File: src/rtl/kgp_run_ctrl.sv
// Host-side run controller for the KGPRISC CPU: streams a program image into
// instruction memory, holds start high for the run, then reports done or timeout.
//
// state | meaning
// IDLE  | waiting for go; flags and counters hold their last values
// LOAD  | accepting program words, one registered imem write per accepted word
// FLUSH | final registered write lands in memory; start not yet raised
// RUN   | start high, counting cycles until stop or the timeout limit
// DONE  | one-cycle completion pulse, start low
module kgp_run_ctrl #(
   parameter int IMEM_AW = 10,
   parameter int DATA_W  = 32,
   parameter int CNT_W   = 32,
   parameter int TIMEOUT = 100000
) (
   input  logic               clk,
   input  logic               rst,
   input  logic               go,
   input  logic               ld_valid,
   input  logic [DATA_W-1:0]  ld_data,
   input  logic               ld_last,
   output logic               ld_ready,
   output logic               imem_we,
   output logic [IMEM_AW-1:0] imem_addr,
   output logic [DATA_W-1:0]  imem_wdata,
   output logic               start,
   input  logic               stop,
   output logic               busy,
   output logic               done,
   output logic               timeout,
   output logic               overflow,
   output logic [CNT_W-1:0]   cycles,
   output logic [IMEM_AW:0]   words
);

   typedef enum logic [2:0] {
      S_IDLE,
      S_LOAD,
      S_FLUSH,
      S_RUN,
      S_DONE
   } state_t;

   localparam logic [IMEM_AW-1:0] PTR_MAX  = '1;
   localparam logic [CNT_W-1:0]   TO_LAST  = CNT_W'(TIMEOUT - 1);

   state_t             state;
   logic [IMEM_AW-1:0] ptr;

   always_ff @(posedge clk or posedge rst) begin
      if (rst) begin
         state      <= S_IDLE;
         ptr        <= '0;
         ld_ready   <= 1'b0;
         imem_we    <= 1'b0;
         imem_addr  <= '0;
         imem_wdata <= '0;
         start      <= 1'b0;
         busy       <= 1'b0;
         done       <= 1'b0;
         timeout    <= 1'b0;
         overflow   <= 1'b0;
         cycles     <= '0;
         words      <= '0;
      end else begin
         imem_we <= 1'b0;
         done    <= 1'b0;
         case (state)
            S_IDLE: begin
               if (go) begin
                  state    <= S_LOAD;
                  ptr      <= '0;
                  words    <= '0;
                  cycles   <= '0;
                  timeout  <= 1'b0;
                  overflow <= 1'b0;
                  ld_ready <= 1'b1;
                  busy     <= 1'b1;
               end
            end
            S_LOAD: begin
               if (ld_valid) begin
                  imem_we    <= 1'b1;
                  imem_addr  <= ptr;
                  imem_wdata <= ld_data;
                  words      <= words + 1'b1;
                  // Pointer parks at the top address instead of wrapping.
                  if (ptr != PTR_MAX) ptr <= ptr + 1'b1;
                  if (ld_last || ptr == PTR_MAX) begin
                     overflow <= ~ld_last;
                     ld_ready <= 1'b0;
                     state    <= S_FLUSH;
                  end
               end
            end
            S_FLUSH: begin
               start <= 1'b1;
               state <= S_RUN;
            end
            S_RUN: begin
               cycles <= cycles + 1'b1;
               // stop has priority over the timeout limit in the same cycle.
               if (stop) begin
                  start <= 1'b0;
                  done  <= 1'b1;
                  state <= S_DONE;
               end else if (cycles == TO_LAST) begin
                  start   <= 1'b0;
                  timeout <= 1'b1;
                  busy    <= 1'b0;
                  state   <= S_IDLE;
               end
            end
            S_DONE: begin
               busy  <= 1'b0;
               state <= S_IDLE;
            end
            default: begin
               start    <= 1'b0;
               busy     <= 1'b0;
               ld_ready <= 1'b0;
               state    <= S_IDLE;
            end
         endcase
      end
   end

endmodule

File: config.mk
export PLATFORM = sky130hd
export DESIGN_NAME = kgp_run_ctrl
export DESIGN_NICKNAME = d
export VERILOG_FILES = /design/src/rtl/kgp_run_ctrl.sv
export SDC_FILE = /design/constraint.sdc
export NUM_CORES = 1
export LEC_CHECK = 0
export ABC_AREA = 1
export CORE_AREA = 5 5 111 113
export DETAILED_ROUTE_END_ITERATION = 6
export DIE_AREA = 0 0 116 118
export GPL_ROUTABILITY_DRIVEN = 0
export PLACE_DENSITY = 0.79
export SKIP_CTS_REPAIR_TIMING = 1
export SLEW_MARGIN = 20
export SYNTH_ARGS = -nofsm -noshare
export SYNTH_HDL_FRONTEND = slang
export SYNTH_SLANG_ARGS = --single-unit
File: constraint.sdc
create_clock -name clk -period 4.8 [get_ports clk]
set_input_delay 0.96 -clock clk [delete_from_list [all_inputs] [get_ports clk]]
set_output_delay 0.96 -clock clk [all_outputs]
set_load 0.02 [all_outputs]
Word-level counts from Yosys, hierarchy flattened --
Index checks and enable logic that the tools add are counted.
Storage, ports and cells: register bits after elaboration 105, input port bits 38, output and inout port bits 92, word-level logic and storage cells 86
Cells by class: add/sub/neg operators 3, equal/unequal tests 14, mux-type cells 35, bitwise logic cells 4, reductions and logical operators 17
Operator list (number):
- one-hot mux 32 bit (2 select lines) | 1
- adder 32 x 1 -> 32 bit (second input constant) | 1
- equality test 32 x 17 -> 1 bit (second input constant) | 1
- two-way mux 32 bit | 1
- two-way mux 10 bit | 3
- AND reduction 4 bit | 6
- two-way mux 11 bit | 2
- one-hot mux 11 bit (2 select lines) | 1
- one-hot mux 10 bit (2 select lines) | 1
- two-way mux 1 bit | 15
- two-way mux 3 bit | 5
- != test 2 bit (second input constant) | 6
- one-hot mux 3 bit (4 select lines) | 1
- adder 11 x 1 -> 11 bit (second input constant) | 1
- adder 10 x 1 -> 10 bit (second input constant) | 1
- equality test 10 bit (second input constant) | 1
- != test 10 bit (second input constant) | 1
- one-hot mux 1 bit (3 select lines) | 3
- equality test 3 x 2 -> 1 bit (second input constant) | 2
- AND reduction 2 bit | 3
- OR reduction 3 bit | 2
- NOT 1 bit | 4
- one-hot mux 1 bit (2 select lines) | 2
- nonzero test 2 bit | 2
- other kinds (7) | 7

Longest topological paths before layout --
word-level depth 5, mapped depth 10, gate-level depth less buffers 10

Worst setup path before layout --
OpenSTA, ideal clock, no wires.
kind input to register, from in go, to reg ptr[0], setup time 0.126 ns, arrival 1.593 ns, data required time 4.674 ns, path slack 3.081 ns, stages on the path 8, path buffers 1, cell sequence inv_1 -> nand2_1 -> o21ai_2 -> nor2_4 -> o21ai_2 -> buf_6 -> nand2_1 -> o21ai_0
On the way: word-level cells in the longest chain between the ends 2
Ends and longest elaborated chain:
- from (decl) | RTL line 18 | input logic go,
- != test 2 bit (no source line)
- AND reduction 4 bit (no source line)
- to (signal assigned) | RTL line 88 | if (ptr != PTR_MAX) ptr <= ptr + 1'b1;
- to (decl) | RTL line 48 | logic [IMEM_AW-1:0] ptr;
No other way between the ends. A chain may end at the register's enable or synchronous reset.

Worst setup path in the final report --
from reg cycles[5], to out cycles[5]
RTL lines:
- from (decl) | RTL line 32 | output logic [CNT_W-1:0] cycles,
- from (signal assigned) | RTL line 101 | cycles <= cycles + 1'b1;
No word-level cell between the ends.

==> results by group <==
Die
  – DIE WIDTH: 116 µm
  – Initial core utilization: 0.4901
  – # rows: 39
  – Number of primary I/O pins: 130
  – Die Y: 118 µm
  – Die ar.: 13,690 µm²
  – Core box area: 11,220 µm²

Power and ir drop
  – Leak pwr: 3.346 nW
  – Switch Pwr: 1.195 mW
  – Internal: 1.892 mW
  – Clock power share: 0.218
  – Pwr Density: 430.0 nW/µm²
  – Switching portion of total power: 0.3872
  – Max VDD drop: 0.2862 mV
  – Part of the power in registers: 0.387
  – Combinational power share: 0.394

Clocking
  – Clk root buf: clkbuf_16
  – H-tree Lvls: 3
  – Clock tree buffer depth: 2
  – CTS tree: done
  – Worst-path clk slew: 0.07 ns
  – CTS buffer count: 9
  – Worst skew pair latency: 0.34 ns
  – Clock sinks: 105

Critical path
  – Worst Setup End Kind: output port
  – Worst Path Required: 3.84 ns
  – Buf/Inv on CP: 1
  – Worst path max stage delay: 0.67 ns
  – CP Class: reg -> out
  – CP max FO: 8
  – Critical path data arrival time: 1.50 ns
  – Slowest-stage cell, CP: clkdlybuf4s50_1
  – Startpoint class of the critical path: flop
  – Dominant delay contributor by cell family on the critical path: buffers and inverters
  – CP Cell Sequence: clkdlybuf4s50_1

Global routing
  – Total gr overflow: 0
  – Vias in the first global route: 4,712
  – Total GRT Usage: 0.2109
  – Largest net degree at the start of global routing: 83
  – First-pass GRT wire length: 23.40 mm
  – Number of antenna violations at the first check in global routing: 0

Routing
  – Final wirelength: 14.38 mm
  – Via-to-Cell Ratio: 4.987
  – Final ANT Viol Nets: 0
  – Initial DRC count: 473
  – Via count: 5,221
  – Wirelength per Cell: 13.73 µm
  – Residual DRC count: 0
  – Number of detailed-route iterations in the first pass: 5

Timing
  – TNS Setup: 0 ns
  – Setup violations, final: 0
  – Tmin final: 2.457 ns
  – Worst slew pin tran: 0.7262 ns
  – Max Fclk: 0.4071 GHz
  – Worst slew margin: 0.5121
  – RSZ-0062 raised after global routing: false
  – Hold Fails Final Rpt: 0
  – Max Clock Skew: 0.005775 ns
  – Max Slew Vio Count: 0
  – Crit share post-route: 0.5118

Flow run
  – Max_cap viols: 0

Hold path
  – Hold/Removal Path Class: reg -> reg

Synthesis
  – Cell count after synthesis: 773
  – Register area share after synthesis: 0.4777
  – EDFF count, synth: 0
  – Synth area leader: dfrtp_1
  – Synth cell count leaders: nand2_1 (316), dfrtp_1 (105), inv_1 (82), nor2_1 (81), nand3_1 (52)
  – Count leader, synth: nand2_1
  – Asr flop ratio synth: 1.000
  – Yosys reg bits: 105
  – Ys Warns: 0
  – Post-Syn Area: 5500 µm²
  – Distinct cell type count after synthesis: 28
  – Top_reg_cell synth: dfrtp_1
  – Mapped Nets: 814
  – Synth top area cells: dfrtp_1 (48%), nand2_1 (22%), inv_1 (5.6%)
  – Syn Area/Cell: 7.115 µm²
  – Top-area cell type share of the netlist area: 0.4777

Final layout
  – Design Area, Final: 7181 µm²
  – Fin nets: 941
  – Share of layout cells above drive strength 1: 0.04204
  – Area grow syn2layout: 30.55%
  – Antenna Diode Count: 0

Outcome
  – Outcome: completed

Placement
  – Detailed placement HPWL: 10.63 mm
  – DP Area: 6912 µm²
  – PortBufs: 129
[power groups by stage]
stage	Clock (mW)	Combinational [mW]	Sequential, mW
floorplan	0	0.527	1.40
global placement	0	1.20	1.21
detailed placement	0	1.22	1.21
CTS	0.699	1.23	1.19
global route	0.727	1.34	1.22
finish	0.674	1.22	1.20
[area by class of cell]
cell class	count	area [µm²]
clock buffers	9	225.2
clock inverters	6	41.29
fillers	1014	4043
inverters	87	331.6
multi-input cells	565	2462
flip-flops and latches	105	2628
well taps	143	178.9
repair buffers	132	1314
[metrics by stage]
stage | instances | power, mW | util | worst slack [ns] | hold WS, ns
after global placement | 1032 | 2.410 | 0.6158 | 2.090 | 0.4621
after detailed placement | 1032 | 2.434 | 0.6158 | 2.067 | 0.4646
after CTS | 1047 | 3.126 | 0.6396 | 2.344 | 0.4823
final | 1047 | 3.088 | 0.6398 | 2.343 | 0.4812
after floorplan | 773 | 1.930 | - | 1.079 | 0.4746
after global routing | 1047 | 3.286 | 0.6398 | 2.282 | 0.4950
[logic make-up (layout without fill, tap and decap cells)]
group	after synthesis	after routing	share of synthesized area
flops	105	105	0.4777
simple gates	498	498	0.3769
buf+inv	103	234	0.07461
xor+xnor	4	4	0.006369
compound gates	60	60	0.05755
fa+ha+maj	3	3	0.006825
[routing by layer]
| layer | track usage | wire length (µm) |
|---|---|---|
| met4 | 0.06309 | 182 |
| met3 | 0.03599 | 1126 |
| met1 | 0.3124 | 6774 |
| met2 | 0.3155 | 6293 |
| met5 | 0 | 0 |
[sequential cells by signal, summed over array words and instances, names as in the netlist]
signal      flops
imem_wdata     32
overflow        1
timeout         1
state           3
busy            1
ld_ready        1
cycles         32
words          11
imem_addr      10
done            1
ptr            10
imem_we         1
start           1
[cell usage in the layout (no fill, tap or decap), types with 4 or more instances in the layout]
master / instances
o21ai_0: 43
nand3_1: 52
xor2_1: 4
dfrtp_1: 105
clkbuf_16: 9
nand4_1: 13
inv_6: 4
a21oi_1: 6
inv_2: 5
nand2_1: 316
inv_1: 81
nor2_1: 81
o21ai_1: 5
nor3_1: 20
clkdlybuf4s50_1: 129
[worst paths after layout]
path                                            start                    endpoint  slack [ns]  depth (start not counted)
setup / recovery                cycles[5]$_DFFE_PP0P_                   cycles[5]        2.34                          1
min in group asynchronous                         rst  imem_wdata[12]$_DFFE_PP0P_        1.12                          2
hold / removal             imem_wdata[16]$_DFFE_PP0P_  imem_wdata[16]$_DFFE_PP0P_        0.48                          2
setup reg to reg                 state[2]$_DFFE_PP0P_  imem_wdata[20]$_DFFE_PP0P_        2.56                          8
hold reg to reg            imem_wdata[16]$_DFFE_PP0P_  imem_wdata[16]$_DFFE_PP0P_        0.48                          2
max in group asynchronous                         rst    imem_addr[4]$_DFFE_PP0P_        2.83                          3
(Power assumes the default switching activity.)
